File: config.mk
export PLATFORM = sky130hd
export DESIGN_NAME = serial_pattern_tx
export DESIGN_NICKNAME = d
export VERILOG_FILES = /design/src/rtl/serial_pattern_tx.sv
export SDC_FILE = /design/constraint.sdc
export NUM_CORES = 1
export LEC_CHECK = 0
export ABC_AREA = 1
export BUFFER_PORTS_ARGS = -buffer_cell sky130_fd_sc_hd__buf_2
export CORE_MARGIN = 5
export CORE_UTILIZATION = 56
export DETAILED_ROUTE_END_ITERATION = 12
export PLACE_DENSITY = 0.81
export SKIP_LAST_GASP = 1
export SYNTH_ARGS = -nofsm -noshare
export SYNTH_HDL_FRONTEND = slang
export SYNTH_SLANG_ARGS = --single-unit
File: constraint.sdc
create_clock -name clock -period 3 [get_ports clock]
set_input_delay 0.3 -clock clock [delete_from_list [all_inputs] [get_ports clock]]
set_output_delay 0.3 -clock clock [all_outputs]
set_load 0.05 [all_outputs]
File: src/rtl/serial_pattern_tx.sv
// serial_pattern_tx: shifts a parallel word out MSB-first on 'a' after a valid/ready load,
// then drives GAP idle cycles. Define PARITY_EN to append an even parity bit after the LSB.
module serial_pattern_tx #(
  parameter int   WIDTH    = 8,
  parameter int   GAP      = 2,
  parameter logic IDLE_BIT = 1'b1
) (
  input  logic             clock,
  input  logic             reset,
  input  logic             load_valid,
  output logic             load_ready,
  input  logic [WIDTH-1:0] load_data,
  output logic             a,
  output logic             a_valid,
  output logic             busy,
  output logic             done
);

`ifdef PARITY_EN
  localparam int FRAME = WIDTH + 1;
`else
  localparam int FRAME = WIDTH;
`endif
  localparam int CW = $clog2(WIDTH + 2);
  // gap counter holds GAP-1 down to 0
  localparam int GW = (GAP > 1) ? $clog2(GAP) : 1;
  localparam logic [CW-1:0] CNT_LOAD = CW'(FRAME - 1);
  localparam logic [GW-1:0] GAP_LOAD = GW'((GAP > 0) ? (GAP - 1) : 0);

  localparam logic [1:0] ST_IDLE  = 2'd0;
  localparam logic [1:0] ST_SHIFT = 2'd1;
  localparam logic [1:0] ST_GAP   = 2'd2;

  logic [1:0]       state_r;
  logic [FRAME-1:0] shift_r;
  logic [CW-1:0]    bit_cnt_r;
  logic [GW-1:0]    gap_cnt_r;
  logic             a_r;
  logic             a_valid_r;
  logic             done_r;
  logic [FRAME-1:0] frame_s;
  logic             accept_s;

`ifdef PARITY_EN
  function automatic logic even_parity(input logic [WIDTH-1:0] word);
    return ^word;
  endfunction
`endif

  // Word to transmit in send order, parity bit last when enabled.
  always_comb begin
`ifdef PARITY_EN
    frame_s = {load_data, even_parity(load_data)};
`else
    frame_s = load_data;
`endif
  end

  assign load_ready = (state_r == ST_IDLE) && !reset;
  assign accept_s   = load_valid && load_ready;

  // Frame sequencer: load, shift out MSB-first, then idle gap.
  always_ff @(posedge clock) begin
    if (reset) begin
      state_r   <= ST_IDLE;
      shift_r   <= '0;
      bit_cnt_r <= '0;
      gap_cnt_r <= '0;
      a_r       <= IDLE_BIT;
      a_valid_r <= 1'b0;
      done_r    <= 1'b0;
    end else begin
      case (state_r)
        ST_IDLE: begin
          if (accept_s) begin
            state_r   <= ST_SHIFT;
            a_r       <= frame_s[FRAME-1];
            shift_r   <= frame_s << 1'b1;
            a_valid_r <= 1'b1;
            done_r    <= (FRAME == 1);
            bit_cnt_r <= CNT_LOAD;
          end else begin
            a_r       <= IDLE_BIT;
            a_valid_r <= 1'b0;
            done_r    <= 1'b0;
          end
        end
        ST_SHIFT: begin
          if (bit_cnt_r == '0) begin
            a_r       <= IDLE_BIT;
            a_valid_r <= 1'b0;
            done_r    <= 1'b0;
            gap_cnt_r <= GAP_LOAD;
            state_r   <= (GAP > 0) ? ST_GAP : ST_IDLE;
          end else begin
            a_r       <= shift_r[FRAME-1];
            shift_r   <= shift_r << 1'b1;
            bit_cnt_r <= bit_cnt_r - 1'b1;
            done_r    <= (bit_cnt_r == CW'(1));
          end
        end
        ST_GAP: begin
          if (gap_cnt_r == '0) begin
            state_r <= ST_IDLE;
          end else begin
            gap_cnt_r <= gap_cnt_r - 1'b1;
          end
        end
        default: begin
          state_r   <= ST_IDLE;
          a_r       <= IDLE_BIT;
          a_valid_r <= 1'b0;
          done_r    <= 1'b0;
        end
      endcase
    end
  end

  assign a       = a_r;
  assign a_valid = a_valid_r;
  assign done    = done_r;
  assign busy    = (state_r != ST_IDLE);

endmodule

=== Word level (Yosys, flattened, before mapping) ===
Index checks and enable logic that the tools add are counted.

* Bits in registers: 18
* Output and inout port bits: 5
* Logic and storage cells: 50
* Input bits: 11

* Bitwise gates (word level): 1
* $add $sub $neg: 2
* Reductions and logical operators: 12
* Multiplexer cells: 21
* Eq/ne operators: 7

{| class="wikitable"
|+ Operators with widths
! operator !! count
|-
| $mux 8 || 2
|-
| $pmux 8 s2 || 1
|-
| $mux 4 || 2
|-
| $ne 2x2->1 const B || 4
|-
| $pmux 4 s2 || 1
|-
| $mux 1 || 7
|-
| $mux 2 || 3
|-
| $pmux 1 s3 || 2
|-
| $pmux 2 s3 || 1
|-
| $reduce_and 3->1 || 2
|-
| $reduce_bool 2->1 || 3
|-
| $eq 4x1->1 const B || 1
|-
| $logic_not 4->1 || 1
|-
| $pmux 1 s2 || 2
|-
| $reduce_and 2->1 || 2
|-
| $sub 4x1->4 const B || 1
|-
| $eq 2x1->1 const B || 1
|-
| $eq 2x2->1 const B || 1
|-
| $logic_and 1x1->1 || 2
|-
| $logic_not 2->1 || 1
|-
| $logic_not 1->1 || 1
|-
| $not 1->1 || 1
|-
| $sub 1x1->1 const B || 1
|}

=== Logic depth before layout (Yosys ltp) ===
* Depth in word-level cells: 5
* Depth in mapped cells: 9

=== Least setup slack after synthesis ===
Ideal clock, no wire load.

* Path type: register -> register
* Start: register state_r[0]
* End: register shift_r[1]
* Buffers on the path: 0
* Path slack: 1199 ps
* Data arrival time: 1730 ps
* Clock period less this slack: 1801 ps
* Cell stages (with the launch flop): 6
* Cells stage by stage: dfxtp_1 -> nor2_1 -> inv_1 -> nor2_1 -> nand3_1 -> a21oi_1

* Longest elaborated chain between the ends: 5
* Elaborated cells between the ends (all ways): 9
* Those cells by class: eq/ne (3); mux (1); reduce/logical (5)

{| class="wikitable"
|+ Ends and longest elaborated chain
! element !! RTL line !! RTL
|-
| start, declared || 34 || <nowiki>logic [1:0] state_r;</nowiki>
|-
| start signal, assigned || 94 || <nowiki>state_r <= (GAP > 0) ? ST_GAP : ST_IDLE;</nowiki>
|-
| $logic_not 2->1 || 59 || <nowiki>assign load_ready = (state_r == ST_IDLE) && !reset;</nowiki>
|-
| $logic_and 1x1->1 || 59 ||
|-
| via load_ready || 11 || <nowiki>output logic load_ready,</nowiki>
|-
| $logic_and 1x1->1 || 60 || <nowiki>assign accept_s = load_valid && load_ready;</nowiki>
|-
| $ne 2x2->1 (no source line) || n/a ||
|-
| $reduce_and 3->1 (no source line) || n/a ||
|-
| end signal, assigned || 78 || <nowiki>shift_r <= frame_s << 1'b1;</nowiki>
|-
| end signal, assigned || 97 || <nowiki>shift_r <= shift_r << 1'b1;</nowiki>
|-
| end, declared || 35 || <nowiki>logic [FRAME-1:0] shift_r;</nowiki>
|}

The timed path passes the listed nets, and every way through them passes these cells.
A chain may end at the register's enable or synchronous reset.

=== Final worst setup path ===
* Start: register state_r[1]
* End: output load_ready

* Longest elaborated chain between the ends: 2

{| class="wikitable"
|+ Ends and longest elaborated chain
! element !! RTL line
|-
| $logic_not 2->1 || 59
|-
| $logic_and 1x1->1 || 59
|-
| end, declared || 11
|}

No other way between the ends.

==> impl_metrics.toml <==
[setup_path]
worstSetupStartpointType = "flip-flop"
critPathMostFrequentCell = "sky130_fd_sc_hd__nor2_1"
critical_path_arrival_ps = 1250
crit_fanout = 3
dominant_delay_contributor_by_cell_family_on_the_critical_path = "buffers and inverters"
cp_cell_sequence = "nor2_1, inv_1, nor2_1, buf_2"
cp_num_buf_inv = 2
crit_path_end_kind = "output port"
crit_path_top_delay_cell = "sky130_fd_sc_hd__dfxtp_1"
critPathRequiredTime_ps = 2700
crit_type = "reg2out"
cpPeakStageDelay_ps = 340

[clocking]
cts_tree = "done"
clockBufferDepth = 2
clock_buffers_created_by_tritoncts = 3
total_of_hold_buffers_inserted_after_clock_tree_synthesis = 0
cts-htree-levels = 1
post_cts_resized = 0
clock-root-buffer = "sky130_fd_sc_hd__clkbuf_4"
cts.clk_slew.worst_paths_ps = 90
cts_num_sinks = 17
worst_skew_pair.late_latency_ps = 280
post-cts-setup-buffers = 0

[pwr]
comb_power_share = 0.229
power_switching_share = 0.323
p_int_mw = 0.335
total_leakage_power_nw = 0.449
power.switching_mw = 0.160
irDropWorstVdd_mv = 0.315
power.share.clock = 0.245
power.density_cell_area_mw_per_mm2 = 547
p_seq_frac = 0.526

[synth]
postSynthRegisterBits = 17
synth_commonest_cells = "sky130_fd_sc_hd__nand2_1 (38), sky130_fd_sc_hd__nor2_1 (19), sky130_fd_sc_hd__dfxtp_1 (17)"
synth_flop_cell = "sky130_fd_sc_hd__dfxtp_1"
synth_warnings = 0
number_of_enable_flip_flop_cells_after_synthesis = 0
synth.yosys.seq_area_share = 0.419
async_reset_ff_frac = 0
post_synth_fa_ha_maj_area_fraction = 0.0308
combinational_family_with_the_most_area_after_synthesis = "simple AND/OR/NAND/NOR gates"
syn-cell-area_um2 = 812
netlist.top_cell.by_area = "sky130_fd_sc_hd__dfxtp_1"
synth_top_cells_by_area = "sky130_fd_sc_hd__dfxtp_1 (42%), sky130_fd_sc_hd__nand2_1 (18%), sky130_fd_sc_hd__nor2_1 (8.8%)"
netlist.area_leader.share = 0.419
synth_compound_area_frac = 0.0863
synthCells = 118
post_synth.cell_area_avg_um2 = 6.88
yosysMostFrequentCell = "sky130_fd_sc_hd__nand2_1"
synth_cell_type_count = 19
synth_xor_area_frac = 0
yosys.area_share.simple = 0.378
synth.area.mux_share = 0
postSynthNetCount = 131

[place]
pre_cts_worst_setup_slack_ps = 1490
port_buffers = 15
detailed_place_hpwl_mm = 1.18
globalplace.congestion = 0.775

[die]
design.die.area_mm2 = 0.00231
die_height_um = 48.1
initial_core_util = 0.609
ioPinCount = 16
fp.coreArea_mm2 = 0.00133
die_w_um = 48.1
core.rowCount = 13

[routing]
drcViolationCount = 0
routed-via-count = 738
drt_iter0_markers = 15
wl_per_cell_um = 10.4
dr_wl_met2_um = 666
detail_routed_via_count_per_cell = 4.95
drt_pass1_iterations = 4
met3WireLength_um = 78
wl_met1_um = 778
routed_wirelength_mm = 1.55
postRouteAntennaNets = 0
top_signal_layer_used = "met4"

[layout]
final_util = 0.678
multi_input_comb_area_um2 = 402
post_route_cells_drive_above_1_share = 0.209
finish.net_count = 148
total_of_fill_cells_in_the_finished_design = 127
post_synthesis_to_final_layout_area_growth_pct = 11.4
final-seq-area_um2 = 340
diodes = 0

[sta]
fmaxAchievable_ghz = 0.643
drv_slew = 0
worst_slack_ps = 1450
rsz_0062_raised_after_global_routing = "no"
final_worst_path_cycle_share = 0.518
final-hold-violation-count = 0
max-slew-margin-rel = 0.670
fin_hold_ws_ps = 248
fin_crit_ps = 1550
finalSetupTns_ps = 0
clock_skew_ps = 1.85
slew_at_the_pin_closest_to_its_max_slew_limit_ps = 495
setup_viol = 0

[grt]
grt_max_degree = 14
grt_first_pass_wirelength_mm = 2.58
via_count_of_the_first_global_routing_pass = 656
number_of_antenna_violations_at_the_first_check_in_global_routing = 0
grt_util_all_layers = 0.160
gr-total-overflow = 0

[worst_hold_path]
worstHoldPathType = "in2reg"

[flow_run]
maxCapViolations = 0

[status]
run_status = "finished clean"
-- cells by family after synthesis --
family | after synthesis
AOI/OAI and AO/OA | 14
DFF | 17
and+or+nand+nor | 72
adders and majority gates | 2
buffers and inverters | 13
-- stage by stage --
stage / cell area, um2 / power (mW) / std cells
after floorplan: 812 / 0.357 / 118
after global placement: 878 / 0.376 / 145
after detailed placement: 878 / 0.379 / 145
after CTS: 905 / 0.498 / 149
after global routing: 905 / 0.526 / 149
final: 905 / 0.495 / 149
-- metal layers --
metal / global-route usage / vias up
met5: 0 / -
met4: 0.0914 / 0
met3: 0.0414 / 4
met2: 0.248 / 15
met1: 0.198 / 318
li1: - / 401
-- worst reg2reg max path, stage by stage (launching register included) --
cell	delay [ps]
sky130_fd_sc_hd__dfxtp_1	350
sky130_fd_sc_hd__inv_2	50
sky130_fd_sc_hd__nor2_2	380
sky130_fd_sc_hd__nand2_2	130
sky130_fd_sc_hd__nand2_2	220
sky130_fd_sc_hd__inv_2	130
sky130_fd_sc_hd__nor2_1	120
sky130_fd_sc_hd__nor2_1	50
-- cell type report --
| type | instances | area share |
|---|---|---|
| multi-input cells | 88 | 0.444 |
| flip-flops and latches | 17 | 0.376 |
| repair buffers | 15 | 0.0830 |
| inverters | 10 | 0.0470 |
| clock buffers | 4 | 0.0290 |
| well taps | 15 | 0.0207 |
-- cells in the final DEF (no fill, tap or decap), drive strengths merged --
cell type  instances
or2                1
nand2             40
nand3              8
nor2              21
clkbuf             4
dfxtp             17
inv               10
nor3               1
ha                 2
buf               15
nand4              1
o21ai              8
a21oi              6
-- final timing paths --
check                                        startpoint  cells past startpoint  slack (ps)                       to
worst max register to register  state_r[0]$_SDFFE_PP0P_                      7        1470  shift_r[6]$_SDFFE_PP0P_
worst max-delay path            state_r[1]$_SDFFE_PP0P_                      4        1450               load_ready
worst min-delay path                       load_data[7]                      3         250           a$_SDFFE_PP1P_
worst min register to register     a_valid$_SDFFE_PP0P_                      2         460     a_valid$_SDFFE_PP0P_
-- state kept, by name (all words and copies together), names as in the netlist --
register / count
a: 1
shift_r: 7
bit_cnt_r: 4
a_valid: 1
state_r: 2
gap_cnt_r: 1
done: 1
-- power by group through the flow --
stage	Sequential (mW)	Clock, mW	Combinational (mW)
after floorplan	0.268	0	0.0886
after global placement	0.265	0	0.111
after detailed placement	0.265	0	0.113
after CTS	0.260	0.124	0.114
after global routing	0.263	0.133	0.130
final	0.260	0.121	0.113
(Power assumes the default switching activity.)
